### config.mk
export PLATFORM = sky130hd
export DESIGN_NAME = pattern_resp_misr
export DESIGN_NICKNAME = d
export VERILOG_FILES = /design/src/rtl/pattern_resp_misr.sv
export SDC_FILE = /design/constraint.sdc
export NUM_CORES = 1
export LEC_CHECK = 0
export CAP_MARGIN = 20
export CORE_ASPECT_RATIO = 0.8
export CORE_MARGIN = 4
export CORE_UTILIZATION = 25
export CTS_CLUSTER_DIAMETER = 30
export DETAILED_ROUTE_END_ITERATION = 8
export GPL_ROUTABILITY_DRIVEN = 0
export SLEW_MARGIN = 20
export SYNTH_ARGS = -nofsm -noshare
export SYNTH_HDL_FRONTEND = slang
export SYNTH_SLANG_ARGS = --single-unit
### constraint.sdc
create_clock -name blif_clk_net -period 1.5 [get_ports blif_clk_net]
set_input_delay 0.3 -clock blif_clk_net [delete_from_list [all_inputs] [get_ports blif_clk_net]]
set_output_delay 0.3 -clock blif_clk_net [all_outputs]
set_load 0.05 [all_outputs]
### src/rtl/pattern_resp_misr.sv
// Compacts a run of 12-bit pattern responses into a 16-bit MISR signature.
// At the end of the run the signature is compared against a golden value.
module pattern_resp_misr #(
  parameter int          NUM_SAMPLES = 16,
  parameter logic [15:0] SEED        = 16'h0000
) (
  input  logic        blif_clk_net,
  input  logic        blif_reset_net,
  input  logic        start,
  input  logic        abort,
  input  logic        resp_valid,
  input  logic [11:0] resp,
  input  logic [15:0] expected_sig,
  output logic        busy,
  output logic        done,
  output logic        pass,
  output logic [15:0] signature,
  output logic [7:0]  sample_count
);

  localparam logic [7:0] LAST_COUNT = 8'(NUM_SAMPLES);

  typedef enum logic [1:0] {IDLE, RUN, DONE} state_t;

  state_t      state_q, state_d;
  logic [15:0] sig_q, sig_d, sig_next;
  logic [7:0]  cnt_q, cnt_d, cnt_inc;
  logic        busy_q, busy_d;
  logic        done_q, done_d;
  logic        pass_q, pass_d;

  // CRC-16/CCITT style shift with the response word folded into the low bits.
  always_comb begin
    sig_next = {sig_q[14:0], 1'b0} ^ (sig_q[15] ? 16'h1021 : 16'h0000) ^ {4'b0000, resp};
    cnt_inc  = cnt_q + 8'd1;
  end

  always_comb begin
    state_d = state_q;
    sig_d   = sig_q;
    cnt_d   = cnt_q;
    pass_d  = pass_q;
    done_d  = 1'b0;
    if (abort) begin
      state_d = IDLE;
      pass_d  = 1'b0;
    end else begin
      case (state_q)
        IDLE, DONE: begin
          if (start) begin
            state_d = RUN;
            sig_d   = SEED;
            cnt_d   = 8'd0;
            pass_d  = 1'b0;
          end
        end
        RUN: begin
          if (resp_valid) begin
            sig_d = sig_next;
            cnt_d = cnt_inc;
            if (cnt_inc == LAST_COUNT) begin
              state_d = DONE;
              done_d  = 1'b1;
              pass_d  = (sig_next == expected_sig);
            end
          end
        end
        default: state_d = IDLE;
      endcase
    end
    busy_d = (state_d == RUN);
  end

  always_ff @(posedge blif_clk_net or negedge blif_reset_net) begin
    if (!blif_reset_net) begin
      state_q <= IDLE;
      sig_q   <= SEED;
      cnt_q   <= 8'd0;
      busy_q  <= 1'b0;
      done_q  <= 1'b0;
      pass_q  <= 1'b0;
    end else begin
      state_q <= state_d;
      sig_q   <= sig_d;
      cnt_q   <= cnt_d;
      busy_q  <= busy_d;
      done_q  <= done_d;
      pass_q  <= pass_d;
    end
  end

  assign busy         = busy_q;
  assign done         = done_q;
  assign pass         = pass_q;
  assign signature    = sig_q;
  assign sample_count = cnt_q;

endmodule

==> run metrics <==
status finished, final reports clean; period utilization 0.953; Ys Warns 0; maximum fanout along the worst path 4; clk slew on worst S/H paths 0.06 ns; CP required 1.68 ns; final global-route overflow total 0; Slew @ Worst Pin 0.358 ns; Synth cell types 38; H-tree Lvls 2; pre-CTS setup slack -0.401 ns; worst-case clock buffer depth 2; Final Worst Setup Slack 0.0704 ns; # diodes 0; kind of critical path in -> reg; Starting Density 0.259; largest net degree at the start of global routing 30; First-pass DRT Iterations 4; syn avg cell area 10.8 um^2; number of remaining DRC errors 0; CP Capture Type flop; DR iter-0 viols 40; startpoint types input port; register area share after synthesis 0.437; min-delay worst type in -> async; CORE AREA 6410 um^2; Slew Limit Headroom 0.761; first-pass GRT wire length 7710 um; vias post-DR 1527; hold buffer count at CTS 0; postcts setup bufs 0; CTS Buf Count 5; average wire per cell in the routed design 13.7 um; Final Hold Fails 0; GRT Util Overall 0.126; max cap viols 0; share of cells above drive strength 1 0.345; initial antenna violation count 0; leak pwr 1.31 nW; Synth top area share 0.437; Mapped Area 1660 um^2; commonest non-fill, non-tap cells in the layout buf_4 (35), clkdlybuf4s50_1 (31), buf_12 (28); FF-to-FF Start signature[15]; Nets 285; Cells after Synth 154; PwrDens 868 nW/um^2; setup TNS 0 ns; maximum vdd drop 0.466 mV; clk_lat worst skew 0.28 ns; Tmin final 1.43 ns; Die W 99.1 um; top post-synthesis cells by area dfrtp_1 (44%), xnor2_1 (11%), xnor3_1 (9.5%); synthesized flop and latch total 29; commonest non-fill, non-tap cell in the layout buf_4; final number of setup-violating endpoints 0; HPWL Detailed 3640 um; RSZ-0062 raised after global routing yes; Die ar. 8010 um^2; clock sink count 29; CTS tree done; synth-to-layout area growth 82.6%; port bufs 59; synthesized net count 188; vias in the first global route 1531; Root Driver clkbuf_8; worst path arrival time 1.61 ns; clk_skew 0.00549 ns; WL final 4600 um; fillers 571; vias per cell 4.54; num ports 60; cell type with the largest total area after synthesis dfrtp_1; Core Rows 26; Routed Antenna Nets 0; Max Freq 700 MHz; die height 80.9 um; Final Max Slew Viols 0; CP Launch Point resp_valid
[Yosys cell counts (all sizes together)]
master / instances
nor2b: 3
inv: 2
dfrtp: 29
o31ai: 1
a21oi: 1
buf: 2
a41o: 1
and3: 3
nand3b: 2
ha: 1
a21boi: 1
a31o: 1
nor3: 3
nor2: 3
xnor2: 21
xor2: 3
nor4: 1
a22o: 4
xnor3: 8
o21ai: 22
a311oi: 1
nor3b: 2
a21o: 1
nand4b: 1
and2: 1
nand2: 19
o41ai: 1
nand4bb: 1
nand4: 3
nand3: 2
clkbuf: 3
a32o: 1
a31oi: 2
nand2b: 2
o21ba: 2
[power by group]
group,leakage [nW],switching (mW),internal (mW)
Combinational,0.872,0.445,0.549
Clock,0.0542,0.304,0.414
Sequential,0.387,0.0752,0.843
Total,1.31,0.824,1.81
[logic make-up after synthesis]
| kind of cell | share of synthesized area |
|---|---|
| flip-flops | 0.437 |
| adder cells (fa/ha/maj) | 0.00754 |
| buffers and inverters | 0.0211 |
| AND/OR/NAND/NOR | 0.144 |
| XOR/XNOR | 0.238 |
| AO/OA/AOI/OAI | 0.152 |
[sequential cells by signal (all words and copies together) (netlist names)]
register / flops
pass: 1
done: 1
state_q: 2
signature: 16
busy: 1
sample_count: 8
[path summary, 6_finish.rpt]
check / to / slack, ns / cells after the start
setup / recovery: pass / 0.07 / 5
hold / removal: signature[9] / 0.38 / 2
setup reg to reg: pass / 0.07 / 4
hold reg to reg: signature[8] / 0.58 / 2
max in group asynchronous: sample_count[0] / 0.94 / 2
min in group blif_clk_net: state_q[1] / 0.45 / 3
[area by class of cell]
type,count,area [um^2],share of cell area
inverter,2,7.51,0.00248
clock buffer,7,96.3,0.0318
sequential,29,732,0.242
timing repair buffer,95,1150,0.378
multi-input combinational,118,937,0.309
clock inverter,1,5.00,0.00165
tap,84,105,0.0347
[critical path, cell delays in order]
cell	delay (ns)
clkdlybuf4s50_1	0.54
nand4b_1	0.17
nor3_4	0.22
a311oi_1	0.14
a41o_1	0.23
[repair_timing]
action / CTS / global route
pin swaps: 0 / 1
setup endpoints to repair: 2 / 20
gates resized for setup: 1 / 6
[through the flow]
stage / utilization / instance area [um^2] / hold WS [ns] / instances / total power, mW
6_report: 0.473 / 3030 / 0.375 / 336 / 2.63
4_1_cts: 0.470 / 3010 / 0.382 / 336 / 2.67
3_5_place_dp: 0.453 / 2900 / 0.571 / 328 / 1.93
3_3_place_gp: 0.453 / 2900 / 0.567 / 328 / 1.93
5_1_grt: 0.473 / 3030 / 0.397 / 336 / 2.76
2_1_floorplan: - / 1680 / 0.00441 / 154 / 1.38
[metal layers]
layer	vias to the layer above	wire length, um	track usage
li1	747	-	-
met1	725	2080	0.164
met2	48	2060	0.192
met3	7	377	0.0446
met4	0	78	0.0491
met5	-	0	0
(Power assumes the default switching activity.)
==> patch, RTL diff (same flow settings) <==
Put one more register stage on the output `sample_count`, without a reset. The value now appears one clock later. The other outputs are not delayed to match.
--- a/src/rtl/pattern_resp_misr.sv
+++ b/src/rtl/pattern_resp_misr.sv
@@ -93,7 +93,9 @@
   assign done         = done_q;
   assign pass         = pass_q;
   assign signature    = sig_q;
-  assign sample_count = cnt_q;
+  always_ff @(posedge blif_clk_net) begin
+    sample_count <= cnt_q;
+  end
 
 endmodule
 
Check against the original RTL: not equivalent (Yosys sat finds a counterexample within 4 cycles, from zero or initial values and one cycle with blif_reset_net low).
==> patch against the unedited design <==
- the run now ends with setup timing left
- wire length is 1.7% higher
- count of clock-buffer cells in the layout rose by 1
- hold slack worse by 0.0035 ns
- total power rose by 8.8%
- sequential cell count increased by 8
- setup slack got worse by 0.24 ns
- area after synthesis up 4.1%
- cell area up 3.2%
- critical path type is now register to register
- critical endpoint unchanged
- largest cell class unchanged
==> patch: results (changes against the unedited design) <==
| Metric | Value |
|---|---|
| Largest cells by area after synthesis | dfrtp_1 42%, dfxtp_1 9.3%, xor2_1 7.6% |
| Vias/cell | 4.46 (-1.9%) |
| Maximum fanout along the worst path | 3 (-1) |
| Failing checks | setup timing |
| Slew Limit Headroom | 82.1% (+6.0 points) |
| Post-synth top area share | 42.0% (-1.7 points) |
| Worst Path Arrival | 1.85 ns (+0.24 ns) |
| Final Skew | 0.00497 ns (-0.000518 ns) |
| Register area share after synthesis | 51.3% (+7.5 points) |
| Status | finished with violations |
| Total GRT Usage | 11.8% (-0.74 points) |
| GR Layer Usage met1 | 15.6% (-0.74 points) |
| Met2 usage | 17.5% (-1.8 points) |
| Initial DRC Count | 40 (unchanged) |
| Synthesized net count | 191 (+1.6%) |
| Final Worst Setup Slack | -0.171 ns (-0.241 ns) |
| Worst IR Drop VDD | 0.462 mV (-0.71%) |
| H-tree Lvls | 2 (unchanged) |
| Worst-path clk slew | 0.07 ns |
| Worst-skew pair later-pin latency | 0.29 ns |
| Post-synth ARST share | 78.4% (-22 points) |
| Number of CTS-inserted buffers | 5 (unchanged) |
| Number of global-route vias before repair | 1,543 (+0.78%) |
| Pre-antenna DRT Iters | 4 (unchanged) |
| # fillers | 603 (+5.6%) |
| Lkg Pwr | 1.37 nW (+4.1%) |
| Synth top cells by count | 29 x dfrtp_1, 15 x xor2_1, 14 x o21ai_0 |
| Met3 Use GR | 5.04% (+0.57 points) |
| Share of cells above drive strength 1 | 34.9% (+0.36 points) |
| Fin nets | 291 (+2.1%) |
| Library cells used by synthesis | 34 (-11%) |
| Setup violations, final | 4 (+4) |
| ANT cells | 0 (unchanged) |
| First-pass GRT wire length | 7560 µm (-2.0%) |
| MaxCap Viol Count | 0 (unchanged) |
| Total Wirelength | 4680 µm (+1.7%) |
| Detailed Place HPWL | 3600 µm (-1.1%) |
patch: cell types whose count changed after synthesis, moves of 6 or more:
cell / unedited run / this run
a22o_1: 3 / 13
dfxtp_1: 0 / 8
nand2_1: 19 / 10
o21ai_0: 22 / 14
xnor2_1: 21 / 13
xnor3_1: 7 / 1
xor2_1: 3 / 15
patch: critical path, cell delays in order (launching register included):
cell and delay, ns:
dfrtp_1 0.38, ha_2 0.20, nand2_2 0.08, nor4b_4 0.23
o2111ai_2 0.16, o21ai_2 0.20, mux2_4 0.31
patch: routing by layer:
metal	routed length (µm)	share of wire, %
met1	2170	46
met2	2050	44
met3	398	8.5
met4	58	1.2
met5	0	0
patch: where the power goes:
group	total (mW)	switching, mW	leakage, nW	internal [mW]
sequential	1.12	0.0593	0.457	1.06
combinational	1.02	0.477	0.865	0.548
clock	0.713	0.339	0.0455	0.375
patch: layout make-up:
cell class / count / area (µm²) / share of cell area (%)
clock buffer: 8 / 90.1 / 2.88
multi-input combinational: 114 / 857 / 27.4
tap: 84 / 105 / 3.36
sequential: 37 / 888 / 28.4
timing repair buffer: 99 / 1190 / 37.9
patch: cells by family (layout without fill, tap and decap cells):
| group | Yosys count | in the layout | synth area share [%] |
|---|---|---|---|
| AOI/OAI and AO/OA | 41 | 41 | 16.4 |
| xor gates and xnor gates | 29 | 29 | 15.5 |
| adders and majority gates | 1 | 1 | 0.724 |
| buffers and inverters | 6 | 107 | 1.88 |
| DFF | 37 | 37 | 51.3 |
| muxes | 1 | 1 | 0.869 |
| and+or+nand+nor | 42 | 42 | 13.4 |
patch: what timing repair did:
| item | 4_1_cts | 5_1_grt |
|---|---|---|
| setup endpoints to repair | 9 | 27 |
| hold buffers | 0 | 0 |
| cloned | 0 | 0 |
| resized for setup | 7 | 8 |
| buffers inserted | 1 | 1 |
| pin swaps | 7 | 7 |
patch: final timing paths:
check | startpoint | to | slack (ns) | cells past startpoint
worst max-delay path | cnt_q[0] | pass | -0.17 | 6
worst min-delay path | blif_reset_net | cnt_q[6] | 0.37 | 2
worst max register to register | cnt_q[0] | pass | -0.17 | 6
worst min register to register | cnt_q[7] | sample_count[7] | 0.44 | 0
max in group asynchronous | blif_reset_net | signature[4] | 0.95 | 2
min in group blif_clk_net | cnt_q[7] | sample_count[7] | 0.44 | 0
patch: stage by stage:
step / instance area (µm²) / setup WS, ns / std cells / hold slack (ns) / TNS [ns]
floorplan: 1730 / -0.223 / 157 / 0.00441 / -0.223
global placement: 2980 / -0.387 / 333 / 0.413 / -7.01
detailed placement: 2980 / -0.460 / 333 / 0.418 / -6.79
CTS: 3110 / -0.224 / 342 / 0.373 / -0.414
global route: 3130 / -0.254 / 342 / 0.389 / -0.902
finish: 3130 / -0.171 / 342 / 0.372 / -0.251
